File: src/rtl/lsu_ctrl.sv
// lsu_ctrl: RV32I load/store unit controller in front of a word-wide data memory.
// Accepts one access at a time, checks it, performs load extraction or a
// read-modify-write for sub-word stores, and returns a one-cycle response.
//
// Ports:
//   clk, rst            clock, synchronous active-high reset
//   req_valid/req_ready request handshake (ready only while idle)
//   req_we, req_funct3  store flag and RV32I width/sign code
//   req_addr, req_wdata byte address and right-aligned store data
//   rsp_valid           one-cycle completion pulse
//   rsp_rdata, rsp_err  registered load result / rejection flag
//   mem_addr            byte address to the word memory (low 2 bits ignored)
//   mem_wdata, mem_wren full word to write and its write strobe
//   mem_rdata           combinational read of the word at mem_addr
module lsu_ctrl #(
  parameter int unsigned DEPTH = 2048
) (
  input  logic                       clk,
  input  logic                       rst,
  input  logic                       req_valid,
  output logic                       req_ready,
  input  logic                       req_we,
  input  logic [2:0]                 req_funct3,
  input  logic [31:0]                req_addr,
  input  logic [31:0]                req_wdata,
  output logic                       rsp_valid,
  output logic [31:0]                rsp_rdata,
  output logic                       rsp_err,
  output logic [$clog2(DEPTH)-1:0]   mem_addr,
  output logic [31:0]                mem_wdata,
  output logic                       mem_wren,
  input  logic [31:0]                mem_rdata
);

  localparam int unsigned AW = $clog2(DEPTH);

  localparam logic [2:0] S_IDLE  = 3'd0;
  localparam logic [2:0] S_LOAD  = 3'd1;
  localparam logic [2:0] S_READ  = 3'd2;
  localparam logic [2:0] S_WRITE = 3'd3;
  localparam logic [2:0] S_RESP  = 3'd4;

  localparam logic [2:0] F_B  = 3'b000;
  localparam logic [2:0] F_H  = 3'b001;
  localparam logic [2:0] F_W  = 3'b010;
  localparam logic [2:0] F_BU = 3'b100;
  localparam logic [2:0] F_HU = 3'b101;

  logic [2:0]    state_q;
  logic [2:0]    state_d;
  logic [2:0]    f3_q;
  logic [AW-1:0] addr_q;
  logic [31:0]   data_q;
  logic          acc_err_c;
  logic [31:0]   load_c;
  logic [31:0]   merge_c;

  // Reject illegal width codes, misaligned halfword/word accesses and
  // addresses beyond the memory.
  always_comb begin
    logic f3_bad;
    logic misaligned;
    logic out_of_range;
    f3_bad       = 1'b0;
    misaligned   = 1'b0;
    out_of_range = 1'b0;
    if (req_we) f3_bad = !(req_funct3 inside {F_B, F_H, F_W});
    else        f3_bad = !(req_funct3 inside {F_B, F_H, F_W, F_BU, F_HU});
    misaligned   = ((req_funct3 == F_H || req_funct3 == F_HU) && req_addr[0]) ||
                   (req_funct3 == F_W && req_addr[1:0] != 2'b00);
    out_of_range = |req_addr[31:AW];
    acc_err_c    = f3_bad || misaligned || out_of_range;
  end

  // Load lane extraction with sign/zero extension.
  always_comb begin
    logic [7:0]  lane_b;
    logic [15:0] lane_h;
    lane_b = 8'h00;
    lane_h = addr_q[1] ? mem_rdata[31:16] : mem_rdata[15:0];
    case (addr_q[1:0])
      2'd0:    lane_b = mem_rdata[7:0];
      2'd1:    lane_b = mem_rdata[15:8];
      2'd2:    lane_b = mem_rdata[23:16];
      default: lane_b = mem_rdata[31:24];
    endcase
    case (f3_q)
      F_B:     load_c = {{24{lane_b[7]}}, lane_b};
      F_BU:    load_c = {24'h000000, lane_b};
      F_H:     load_c = {{16{lane_h[15]}}, lane_h};
      F_HU:    load_c = {16'h0000, lane_h};
      default: load_c = mem_rdata;
    endcase
  end

  // Sub-word store merge: replace the addressed lane(s) of the current word.
  always_comb begin
    merge_c = mem_rdata;
    if (f3_q == F_H) begin
      if (addr_q[1]) merge_c[31:16] = data_q[15:0];
      else           merge_c[15:0]  = data_q[15:0];
    end else begin
      case (addr_q[1:0])
        2'd0:    merge_c[7:0]   = data_q[7:0];
        2'd1:    merge_c[15:8]  = data_q[7:0];
        2'd2:    merge_c[23:16] = data_q[7:0];
        default: merge_c[31:24] = data_q[7:0];
      endcase
    end
  end

  // State register.
  always_ff @(posedge clk) begin
    if (rst) state_q <= S_IDLE;
    else     state_q <= state_d;
  end

  // Next-state logic.
  always_comb begin
    state_d = state_q;
    case (state_q)
      S_IDLE: begin
        if (req_valid) begin
          if (acc_err_c)               state_d = S_RESP;
          else if (!req_we)            state_d = S_LOAD;
          else if (req_funct3 == F_W)  state_d = S_WRITE;
          else                         state_d = S_READ;
        end
      end
      S_LOAD:  state_d = S_RESP;
      S_READ:  state_d = S_WRITE;
      S_WRITE: state_d = S_RESP;
      S_RESP:  state_d = S_IDLE;
      default: state_d = S_IDLE;
    endcase
  end

  // Request latch, store-data/merge register and registered response.
  always_ff @(posedge clk) begin
    if (rst) begin
      req_ready <= 1'b1;
      rsp_valid <= 1'b0;
      rsp_rdata <= 32'h0;
      rsp_err   <= 1'b0;
      f3_q      <= 3'b000;
      addr_q    <= '0;
      data_q    <= 32'h0;
    end else begin
      req_ready <= (state_d == S_IDLE);
      rsp_valid <= (state_d == S_RESP);
      case (state_q)
        S_IDLE: begin
          if (req_valid) begin
            f3_q   <= req_funct3;
            addr_q <= req_addr[AW-1:0];
            data_q <= req_wdata;
            if (acc_err_c) begin
              rsp_rdata <= 32'h0;
              rsp_err   <= 1'b1;
            end
          end
        end
        S_LOAD: begin
          rsp_rdata <= load_c;
          rsp_err   <= 1'b0;
        end
        // data_q becomes the full word written back in WRITE.
        S_READ: data_q <= merge_c;
        S_WRITE: begin
          rsp_rdata <= 32'h0;
          rsp_err   <= 1'b0;
        end
        default: ;
      endcase
    end
  end

  assign mem_addr  = addr_q;
  assign mem_wdata = data_q;
  // Gated by rst so a store interrupted in WRITE never commits.
  assign mem_wren  = (state_q == S_WRITE) && !rst;

endmodule
File: config.mk
export PLATFORM = sky130hd
export DESIGN_NAME = lsu_ctrl
export DESIGN_NICKNAME = d
export VERILOG_FILES = /design/src/rtl/lsu_ctrl.sv
export SDC_FILE = /design/constraint.sdc
export NUM_CORES = 1
export LEC_CHECK = 0
export CAP_MARGIN = 40
export CORE_ASPECT_RATIO = 2
export CORE_MARGIN = 10
export CORE_UTILIZATION = 45
export DETAILED_ROUTE_END_ITERATION = 7
export GPL_TIMING_DRIVEN = 0
export PLACE_DENSITY = 0.78
export SLEW_MARGIN = 20
export SYNTH_ARGS = -nofsm -noshare
export SYNTH_HDL_FRONTEND = slang
export SYNTH_SLANG_ARGS = --single-unit
File: constraint.sdc
create_clock -name clk -period 1.9 [get_ports clk]
set_input_delay 0.285 -clock clk [delete_from_list [all_inputs] [get_ports clk]]
set_output_delay 0.285 -clock clk [all_outputs]
set_load 0.01 [all_outputs]
==> reports/results.txt, run 1 <==
Fillers = 844
WP data arrival = 2.07 ns
R2r worst-path depth = 6
CP delay by family, top = simple AND/OR/NAND/NOR gates
VDD IR-drop max = 0.0005651 V
Lkg Pwr = 2.586 nW
Initial antenna violation count = 0
Placer congestion estimate = 1.034
Reg power frac = 0.401
Startpoint types = flip-flop
DR vias = 5588
IO Count = 182
RR Startpoint = state_q[2]
Vias per cell = 6.168
Fin crit share = 0.9830
Ys flop type = dfxtp_1
DIE AREA = 0.01536 sq mm
Register area share after synthesis = 0.3527
Diode count = 0
Post-synth cell types = 53
Max stage delay on crit path = 0.59 ns
Fin. Hold Viols = 0
Residual DRC count = 0
Row count = 53
Number of synthesized flops with an enable pin = 0
Synth Register Bits = 84
Buf/Inv on CP = 3
Crit Path Class = reg2reg
HP Class = reg2reg
Worst skew pair latency = 0.34 ns
Crit path top cell by count = buf_6
Final Hold Slack = 0.4560 ns
Core Box Area = 0.01041 sq mm
Crit path time final = 1.868 ns
WP data required = 2.10 ns
Fmax = 0.5354 GHz
WL/cell = 24.05 um
Cell depth of the worst setup path = 6
# Max-Cap Violations = 0
Worst reg-to-reg setup slack = 0.03 ns
CTS buffer count = 9
Pre-Repair DR Iteration Count = 6
Setup violators final = 0
Die outline width = 92.79 um
Mapped Cells = 562
Worst slew pin tran = 0.6609 ns
Placed wire-length estimate = 17170 um
Clock-pin slew on the worst setup and hold paths = 0.06 ns
Sequential Area = 0.001685 sq mm
DP Cell Count = 879
Worst setup path end = mem_wdata[25]
Syn_nets = 665
Global-route wire length before repair = 32640 um
Critical Path Source = state_q[2]
Root Driver = clkbuf_16
Status = finished, final reports clean
CP Cell Sequence = buf_2, or4b_4, buf_6, buf_6, mux2i_1, o32ai_1
Fin Clk Skew = 0.003742 ns
Avg Cell Area, Syn = 8.485 sq um
Hold_buf cts = 0
Combinational Power Share = 0.201
Antenna viol nets, final = 0
Async set-or-reset flop fraction in the synthesized netlist = 0
Slowest CP cell = or4b_4
Power density over the cells = 648.9 mW/mm^2
Synth Warn # = 0
Worst Path Max Fanout = 10
Footprint of the multi-input gates = 0.002838 sq mm
Nets = 869
Area delta synth->final = 53.14%
Internal power = 3.490 mW
RSZ-0062 raised after global routing = yes
CTS tree = done
Post-route insts no fill = 906
Die Y = 165.6 um
CP Capture Type = flip-flop
# clock sinks = 84
GRT Resource Usage Total = 0.2745
Largest net degree at the start of global routing = 14
Initial Utilization = 0.4580
Reg-to-reg endpoint = mem_wdata[25]
Slew Viols, Final = 0
Vias in the first global route = 5691
GR Overflow Total = 0
Mapped Area = 0.004768 sq mm
Slew margin rel. = 0.5594
Layout cells sized above 1 = 0.1261
H-tree levels = 3
Clock buffer depth = 2
Routed wire length = 21790 um
Sw power = 1.249 mW
Sw Ratio = 0.2635
Clock share of power = 0.398
Port bufs = 180
Initial DRC Count = 395
## layer usage
layer | global-route usage | part of all wire | vias up
li1 | - | - | 2534
met3 | 0.05070 | 0.058 | 76
met1 | 0.2699 | 0.33 | 2688
met2 | 0.5125 | 0.55 | 290
met4 | 0.1671 | 0.065 | 0
met5 | 0 | 0 | -
## power by group through the flow
stage	Clock, mW	Combinational, mW	Sequential (mW)
detailed placement	0	0.903	1.93
floorplan	0	0.362	1.94
CTS	1.91	0.928	1.89
global placement	0	0.889	1.93
global route	1.98	1.01	1.90
finish	1.89	0.954	1.90
## placed cells by master, fill, tap and decap left out, types with 5 or more instances in the layout
cell type	synthesis	layout
buf_6	4	5
clkbuf_16	0	9
o221ai_1	7	7
a22o_1	8	8
nor2b_1	10	10
buf_4	1	17
clkdlybuf4s50_1	0	177
a21oi_1	29	28
o2111ai_1	9	9
buf_2	11	8
o21ai_0	20	20
a31oi_1	8	8
a311oi_1	6	6
clkbuf_1	34	21
or3_1	9	9
nand2_1	29	28
nand2b_1	11	11
clkbuf_2	0	9
o211ai_1	17	17
and2_0	7	7
nand4_1	18	18
a211oi_1	16	13
dfxtp_1	84	81
nor2_1	30	29
nand3_1	42	42
nor3b_1	26	26
o32ai_1	8	8
mux2i_1	38	34
inv_1	19	19
a32oi_1	16	16
## worst reg2reg max path, cell delays in order (launching register included)
cell	delay (ns)
dfxtp_1	0.30
buf_2	0.18
or4b_4	0.59
buf_6	0.20
buf_6	0.15
mux2i_1	0.18
o32ai_1	0.12
## flip-flops by register name, summed over array words and instances (netlist names)
signal and count:
f3_q 3, mem_addr 11, mem_wdata 32, req_ready 1, rsp_err 1, rsp_rdata 32, rsp_valid 1, state_q 3
## final cells by class
| class | instances | share of cell area |
|---|---|---|
| repair buffers | 195 | 0.2625 |
| well taps | 137 | 0.02347 |
| clock buffers | 10 | 0.03273 |
| clock inverters | 4 | 0.01011 |
| plain buffers | 53 | 0.04095 |
| flip-flops and latches | 84 | 0.2308 |
| multi-input cells | 402 | 0.3886 |
| inverters | 21 | 0.01080 |
## synth_stat cells (all sizes together), types with 2 or more instances
cell | number | area [sq um]
nand2 | 29 | 108.9
and2 | 10 | 62.56
nor4 | 4 | 25.02
and4 | 2 | 17.52
mux2i | 38 | 380.4
o221ai | 7 | 61.31
nand4 | 18 | 112.6
and3 | 2 | 12.51
inv | 20 | 75.07
nor2b | 10 | 62.56
nor3b | 29 | 232.7
o211ai | 17 | 127.6
a31oi | 8 | 50.05
a22o | 8 | 70.07
a311oi | 8 | 82.58
a32oi | 16 | 140.1
or3 | 9 | 56.30
nand3 | 42 | 210.2
o21ai | 23 | 118.9
nor2 | 30 | 112.6
a211oi | 16 | 120.1
a21oi | 33 | 180.2
dfxtp | 84 | 1682
o2111ai | 9 | 78.83
clkbuf | 34 | 127.6
nand2b | 12 | 77.58
mux4 | 2 | 45.04
a31o | 2 | 17.52
o32ai | 8 | 70.07
buf | 21 | 142.6
## metrics by stage
step / instance area (sq um) / utilization / setup TNS (ns) / setup WS [ns] / power (mW)
2_1_floorplan: 4768 / - / 0 / 0.1489 / 2.303
3_3_place_gp: 6741 / 0.6475 / -25.06 / -0.6187 / 2.820
3_5_place_dp: 6741 / 0.6475 / -28.28 / -0.6919 / 2.836
4_1_cts: 7227 / 0.6941 / -0.005932 / -0.005932 / 4.731
5_1_grt: 7302 / 0.7014 / -0.03149 / -0.02582 / 4.891
6_report: 7302 / 0.7014 / 0 / 0.03238 / 4.738
## worst min-delay path by stage
| stage | slack, ns | cells past startpoint | to | start |
|---|---|---|---|---|
| 6_report | 0.46 | 2 | mem_addr[7] | mem_addr[7] |
| 5_1_grt | 0.47 | 3 | rsp_rdata[23] | mem_rdata[23] |
| 4_1_cts | 0.46 | 2 | mem_addr[7] | mem_addr[7] |
| 3_5_place_dp | 0.45 | 2 | mem_addr[5] | mem_addr[5] |
| 3_3_place_gp | 0.44 | 2 | mem_addr[9] | mem_addr[9] |
| 2_1_floorplan | 0.38 | 1 | req_ready | req_valid |
## logic make-up after synthesis
| group | synth area share |
|---|---|
| and+or+nand+nor | 0.2401 |
| DFF | 0.3527 |
| AOI/OAI and AO/OA | 0.2448 |
| muxes | 0.08921 |
| buffers and inverters | 0.07321 |
## timing repair
action / CTS / global route
endpoints found under the setup margin: 65 / 69
gates resized for setup: 29 / 28
cloned: 0 / 0
pin swaps: 4 / 2
buffers inserted: 12 / 3
Power figures use the tool's default switching activity.
==> run 2, diff against run 1 <==
--- a/config.mk
+++ b/config.mk
@@ -8,10 +8,10 @@
 export CAP_MARGIN = 40
 export CORE_ASPECT_RATIO = 2
 export CORE_MARGIN = 10
-export CORE_UTILIZATION = 45
+export CORE_UTILIZATION = 48
 export DETAILED_ROUTE_END_ITERATION = 7
 export GPL_TIMING_DRIVEN = 0
-export PLACE_DENSITY = 0.78
+export PLACE_DENSITY = 0.82
 export SLEW_MARGIN = 20
 export SYNTH_ARGS = -nofsm -noshare
 export SYNTH_HDL_FRONTEND = slang
==> constraint.sdc (replaced) <==
create_clock -name clk -period 2.2 [get_ports clk]
set_input_delay 0.33 -clock clk [delete_from_list [all_inputs] [get_ports clk]]
set_output_delay 0.33 -clock clk [all_outputs]
set_load 0.01 [all_outputs]
==> run 2 against run 1 <==
  * Design area decreased by 2.2%
  * Total power fell by 12%
  * Worst hold slack improved by 0.0054 ns
  * Clock-buffer cell count rose by 1
  * Combinational power shrank 18%
  * Die area down 5.2%
  * Cell count decreased by 1.5%
  * Utilization rose by 3.5 points
  * Wire length decreased by 2.8%
  * Critical path depth unchanged
  * Global-route usage up 0.57 points
==> reports/results.txt, run 2 (synthesized netlist as in run 1, its figures left out) <==
Status = finished, final reports clean
WL/cell = 23.74 um (-1.3%)
Clock-pin slew on the worst setup and hold paths = 0.06 ns (about the same)
Worst skew pair latency = 0.35 ns (about the same)
CTS buffer count = 9 (unchanged)
CTS tree = done
# Max-Cap Violations = 0 (unchanged)
GRT Resource Usage Total = 0.2802 (+0.005681)
Clock buffer depth = 2 (unchanged)
Slew margin rel. = 0.5425 (-0.01687)
H-tree levels = 3 (unchanged)
Commonest non-fill, non-tap cell in the layout = clkdlybuf4s50_1
Port bufs = 180 (unchanged)
Fin. Hold Viols = 0 (unchanged)
Die Y = 161.0 um (-2.8%)
Largest net degree at the start of global routing = 14 (unchanged)
Reg-to-reg endpoint = rsp_rdata[31]
Fin crit share = 0.9499
WP data required = 2.40 ns (+0.30 ns)
Layout cells sized above 1 = 0.07895 (-0.04719)
Internal power = 3.115 mW (-11%)
Fin Clk Skew = 0.009289 ns (+0.005546 ns)
Initial Utilization = 0.4916 (+0.03362)
Startpoint types = primary input
Area delta synth->final = 49.83%
Post-Place Setup Slack = -0.2830 ns (+0.4088 ns)
Hold path cells = 2 (unchanged)
RR Startpoint = state_q[1]
HP Class = reg2reg
Placer congestion estimate = 1.043 (+0.93%)
Critical Path Source = mem_rdata[7]
Crit Path Class = in2reg
Sw power = 1.074 mW (-14%)
DR vias = 5518 (-1.3%)
HP Start = mem_addr[9]
Pre-Repair DR Iteration Count = 5 (-1)
Die outline width = 90.48 um (-2.5%)
Final worst slack = 0.1102 ns (+0.07777 ns)
Worst reg-to-reg setup slack = 0.17 ns (+0.14 ns)
Most frequent cells in the layout = clkdlybuf4s50_1 (179), dfxtp_1 (84), nand3_1 (42)
Root Driver = clkbuf_16
Power density over the cells = 586.3 mW/mm^2 (-9.7%)
IO Count = 182 (unchanged)
Initial DRC Count = 501 (+27%)
Sw Ratio = 0.2563 (-0.007195)
Row count = 51 (-3.8%)
Lkg Pwr = 2.532 nW (-2.1%)
Hold path endpoint = mem_addr[9]
Antenna viol nets, final = 0 (unchanged)
Fmax = 0.4785 GHz
Clock share of power = 0.421 (+0.023)
Nets = 859 (-1.2%)
Slew Viols, Final = 0 (unchanged)
Vias in the first global route = 5511 (-3.2%)
R2r worst-path depth = 5 (-1)
# clock sinks = 84 (unchanged)
Reg power frac = 0.392 (-0.009)
Diode count = 0 (unchanged)
WP data arrival = 2.29 ns (+0.22 ns)
Post-route insts no fill = 892 (-1.5%)
VDD IR-drop max = 0.0004889 V (-13%)
GR Overflow Total = 0 (unchanged)
Worst Path Max Fanout = 10 (unchanged)
Post-Route Setup TNS = 0 ns (unchanged)
Fillers = 757 (-10%)
Routed wire length = 21180 um (-2.8%)
Residual DRC count = 0 (unchanged)
Initial antenna violation count = 0 (unchanged)
CP Capture Type = flip-flop
DIE AREA = 0.01456 sq mm (-5.2%)
Combinational Power Share = 0.187 (-0.014)
Global-route wire length before repair = 32080 um (-1.7%)
Vias per cell = 6.186 (+0.30%)
Worst slew pin tran = 0.6832 ns (+0.02230 ns)
Core Box Area = 0.009699 sq mm (-6.8%)
Final Hold Slack = 0.4613 ns (+0.005364 ns)
Crit path time final = 2.090 ns
Placed wire-length estimate = 16760 um (-2.4%)
DP Cell Count = 874 (-0.57%)
Setup violators final = 0 (unchanged)
run 2: cell type report:
cell class                 count  area [sq um]  area share
inverter                      21         78.83     0.01103
tap                          132         165.2     0.02312
clock buffer                  11         242.7     0.03398
sequential                    84          1682      0.2354
multi-input combinational    402          2759      0.3862
timing repair buffer         183          1827      0.2557
buffer                        55         292.8     0.04098
clock inverter                 4         97.59     0.01366
run 2: power by group through the flow:
stage / Combinational (mW) / Clock [mW] / Sequential [mW]
6_report: 0.781 / 1.76 / 1.64
5_1_grt: 0.833 / 1.83 / 1.65
4_1_cts: 0.771 / 1.78 / 1.64
3_5_place_dp: 0.765 / 0 / 1.67
3_3_place_gp: 0.754 / 0 / 1.67
2_1_floorplan: 0.312 / 0 / 1.68
run 2: worst max-delay path by stage:
| stage | slack [ns] | depth (start not counted) | to |
|---|---|---|---|
| finish | 0.11 | 6 | rsp_rdata[29] |
| global route | -0.01 | 7 | rsp_rdata[29] |
| CTS | 0.005 | 5 | mem_wren |
| detailed placement | -0.28 | 6 | mem_wdata[19] |
| global placement | -0.21 | 5 | mem_wren |
| floorplan | 0.45 | 7 | mem_wdata[20] |
run 2: timing repair:
item                                    4_1_cts  5_1_grt
gates resized for setup                       6        9
buffers inserted                              0        3
hold buffers                                  0        0
pin swaps                                     0        2
endpoints found under the setup margin        1       28
run 2: metrics by stage:
stage | total power, mW | util | cell area [sq um]
detailed placement | 2.440 | 0.6944 | 6735
floorplan | 1.989 | - | 4768
global placement | 2.427 | 0.6944 | 6735
finish | 4.189 | 0.7366 | 7144
global route | 4.304 | 0.7366 | 7144
CTS | 4.195 | 0.7316 | 7096
run 2: critical path, stage by stage:
cell and delay (ns):
clkdlybuf4s50_1 0.62, mux4_2 0.54, nand4_1 0.11, buf_4 0.17
clkbuf_1 0.36, o211ai_1 0.16
run 2: routing by layer:
| layer | up-vias | global-route usage | routed length, um |
|---|---|---|---|
| li1 | 2511 | - | - |
| met1 | 2626 | 0.2737 | 7043 |
| met2 | 307 | 0.5218 | 11670 |
| met3 | 74 | 0.06162 | 1299 |
| met4 | 0 | 0.1608 | 1160 |
| met5 | - | 0 | 0 |
==> run 3, diff against run 2 <==
--- a/config.mk
+++ b/config.mk
@@ -8,10 +8,10 @@
 export CAP_MARGIN = 40
 export CORE_ASPECT_RATIO = 2
 export CORE_MARGIN = 10
-export CORE_UTILIZATION = 48
+export CORE_UTILIZATION = 45
 export DETAILED_ROUTE_END_ITERATION = 7
 export GPL_TIMING_DRIVEN = 0
-export PLACE_DENSITY = 0.82
+export PLACE_DENSITY_LB_ADDON = 0.08
 export SLEW_MARGIN = 20
 export SYNTH_ARGS = -nofsm -noshare
 export SYNTH_HDL_FRONTEND = slang
==> constraint.sdc (replaced) <==
create_clock -name clk -period 1.96 [get_ports clk]
set_input_delay 0.294 -clock clk [delete_from_list [all_inputs] [get_ports clk]]
set_output_delay 0.294 -clock clk [all_outputs]
set_load 0.01 [all_outputs]
==> run 3 against run 2 <==
  * Sequential power is 12% higher
  * Worst hold slack worse by 0.0032 ns
  * Flip-flop and latch count stayed put
  * Global-route usage is 1.4 points lower
  * Combinational power is 18% higher
  * Utilization is 3.2 points lower
  * Register-to-register slack worse by 0.17 ns
  * Clock power is 14% higher
  * Clock-buffer cell count is 1 lower
  * Sequential share of layout area is 0.55 points lower
  * Via count is 0.54% higher
  * Largest power group unchanged
  * Non-clock buffer count is 7 higher
==> reports/results.txt, run 3 (synthesized netlist as in run 1, its figures left out) <==
Core Box Area = 0.01041 sq mm (+7.3%)
Nets = 866 (+0.81%)
RR Startpoint = mem_addr[0]
Util after Layout = 0.7042 (-0.03234)
Pre-Repair DR Iteration Count = 5 (unchanged)
WP data required = 2.17 ns (-0.23 ns)
Area delta synth->final = 53.77%
Die outline width = 92.79 um (+2.6%)
GR Overflow Total = 0 (unchanged)
CP Cell Sequence = inv_1, clkbuf_1, o21ai_4, buf_12, mux2i_1, a211oi_1
# clock sinks = 84 (unchanged)
Global-route wire length before repair = 31930 um (-0.47%)
Placed wire-length estimate = 16720 um (-0.25%)
Die Y = 165.6 um (+2.9%)
Initial DRC Count = 350 (-30%)
Root Driver = clkbuf_16
RSZ-0062 raised after global routing = yes
Lkg Pwr = 2.580 nW (+1.9%)
DR vias = 5548 (+0.54%)
Most frequent cells in the layout = clkdlybuf4s50_1 (179), dfxtp_1 (81), nand3_1 (42)
Post-route cell area = 0.007332 sq mm (+2.6%)
WP data arrival = 2.17 ns (-0.12 ns)
Hold_buf cts = 0 (unchanged)
Slowest CP cell = dfxtp_1
Fmax = 0.5105 GHz
Max stage delay on crit path = 0.51 ns (-0.11 ns)
# Max-Cap Violations = 0 (unchanged)
Initial Utilization = 0.4580 (-0.03362)
Commonest non-fill, non-tap cell in the layout = clkdlybuf4s50_1
Clock buffer depth = 2 (unchanged)
Power density over the cells = 651.0 mW/mm^2 (+11%)
CP delay by family, top = buffers and inverters
Diode count = 0 (unchanged)
Setup violators final = 0 (unchanged)
Worst slew pin tran = 0.6183 ns (-0.06489 ns)
Post-route insts no fill = 904 (+1.3%)
Residual DRC count = 0 (unchanged)
Slew Viols, Final = 0 (unchanged)
Worst setup path end = mem_wdata[16]
Cell depth of the worst setup path = 6 (unchanged)
DP Cell Count = 879 (+0.57%)
WL/cell = 23.23 um (-2.1%)
Crit Path Class = reg2reg
Routed wire length = 21000 um (-0.83%)
R2r worst-path depth = 6 (+1)
Fin crit share = 0.9994
H-tree levels = 3 (unchanged)
CTS tree = done
Slew margin rel. = 0.5878 (+0.04526)
Vias per cell = 6.137 (-0.79%)
Clock-pin slew on the worst setup and hold paths = 0.07 ns (about the same)
CP Capture Type = flip-flop
HP Class = reg2reg
Buf/Inv on CP = 3 (unchanged)
Fillers = 874 (+15%)
Port bufs = 180 (unchanged)
Layout cells sized above 1 = 0.1160 (+0.03709)
Fin. Hold Viols = 0 (unchanged)
GRT Resource Usage Total = 0.2660 (-0.01413)
Placer congestion estimate = 0.9432 (-9.6%)
Crit path time final = 1.959 ns
Worst Path Max Fanout = 10 (unchanged)
Antenna viol nets, final = 0 (unchanged)
Largest net degree at the start of global routing = 15 (+1)
Worst reg-to-reg setup slack = 0.001 ns (-0.17 ns)
Fin Clk Skew = 0.008754 ns (-0.0005349 ns)
Row count = 53 (+3.9%)
Reg-to-reg endpoint = mem_wdata[16]
CTS buffer count = 9 (unchanged)
IO Count = 182 (unchanged)
VDD IR-drop max = 0.0005864 V (+20%)
Area after DPL = 0.006741 sq mm (about the same)
DIE AREA = 0.01536 sq mm (+5.5%)
Vias in the first global route = 5849 (+6.1%)
Startpoint types = flip-flop
Critical Path Source = mem_addr[0]
Status = finished, final reports clean
Worst skew pair latency = 0.35 ns (about the same)
Initial antenna violation count = 0 (unchanged)
-- run 3: cell types whose count changed in the layout (fill, tap and decap cells not counted), sizes merged --
cell and delta:
clkdlybuf4s15 +1, inv +1, dlymetal6s2s -1, buf +6
-- run 3: worst min path at each step --
stage / startpoint / endpoint / slack, ns / cells after the start
after detailed placement: mem_addr[6] / mem_addr[6] / 0.46 / 2
after CTS: mem_addr[5] / mem_addr[5] / 0.46 / 2
after floorplan: req_valid / req_ready / 0.39 / 1
final: mem_addr[5] / mem_addr[5] / 0.46 / 2
after global routing: mem_addr[10] / mem_addr[10] / 0.49 / 2
after global placement: mem_addr[3] / mem_addr[3] / 0.44 / 2
-- run 3: repair_timing --
| item | in CTS | in global routing |
|---|---|---|
| endpoints found under the setup margin | 45 | 63 |
| pin swaps | 3 | 1 |
| gates resized for setup | 18 | 31 |
| gates cloned | 0 | 0 |
| buffers inserted | 8 | 2 |
-- run 3: cell type report --
type	instances	area [sq um]	share of cell area
Sequential cell	84	1685	0.2299
Clock inverter	5	108.9	0.01485
Clock buffer	10	239.0	0.03259
Tap cell	137	171.4	0.02338
Buffer	55	309.0	0.04215
Inverter	21	78.83	0.01075
Timing Repair Buffer	190	1889	0.2577
Multi-Input combinational cell	402	2850	0.3887
-- run 3: routing by layer --
metal | global-route usage | vias up | share of wire
li1 | - | 2533 | -
met5 | 0 | - | 0
met4 | 0.1862 | 0 | 0.068
met2 | 0.5003 | 289 | 0.54
met1 | 0.2426 | 2649 | 0.32
met3 | 0.06021 | 77 | 0.067
-- run 3: metrics by stage --
step	worst slack, ns	power (mW)	setup TNS (ns)	hold slack (ns)
2_1_floorplan	0.2089	2.232	0	0.3856
3_3_place_gp	-0.4694	2.730	-18.96	0.4436
3_5_place_dp	-0.5503	2.743	-21.03	0.4552
4_1_cts	0.009892	4.743	0	0.4624
5_1_grt	-0.0008973	4.891	-0.0008973	0.4855
6_report	0.001249	4.773	0	0.4581
-- run 3: power breakdown --
part / internal [mW] / leakage (nW) / total (mW) / switching [mW]
registers: 1.77 / 0.687 / 1.84 / 0.0699
clock network: 1.28 / 0.167 / 2.01 / 0.728
logic: 0.475 / 1.73 / 0.920 / 0.445
total: 3.53 / 2.58 / 4.77 / 1.24
-- run 3: worst reg2reg max path: cells and delay by family (launching register included) --
family / cells / cell delay [ns]
mux: 1 / 0.41
buf+inv: 3 / 0.52
compound gates: 2 / 0.38
flops: 1 / 0.51
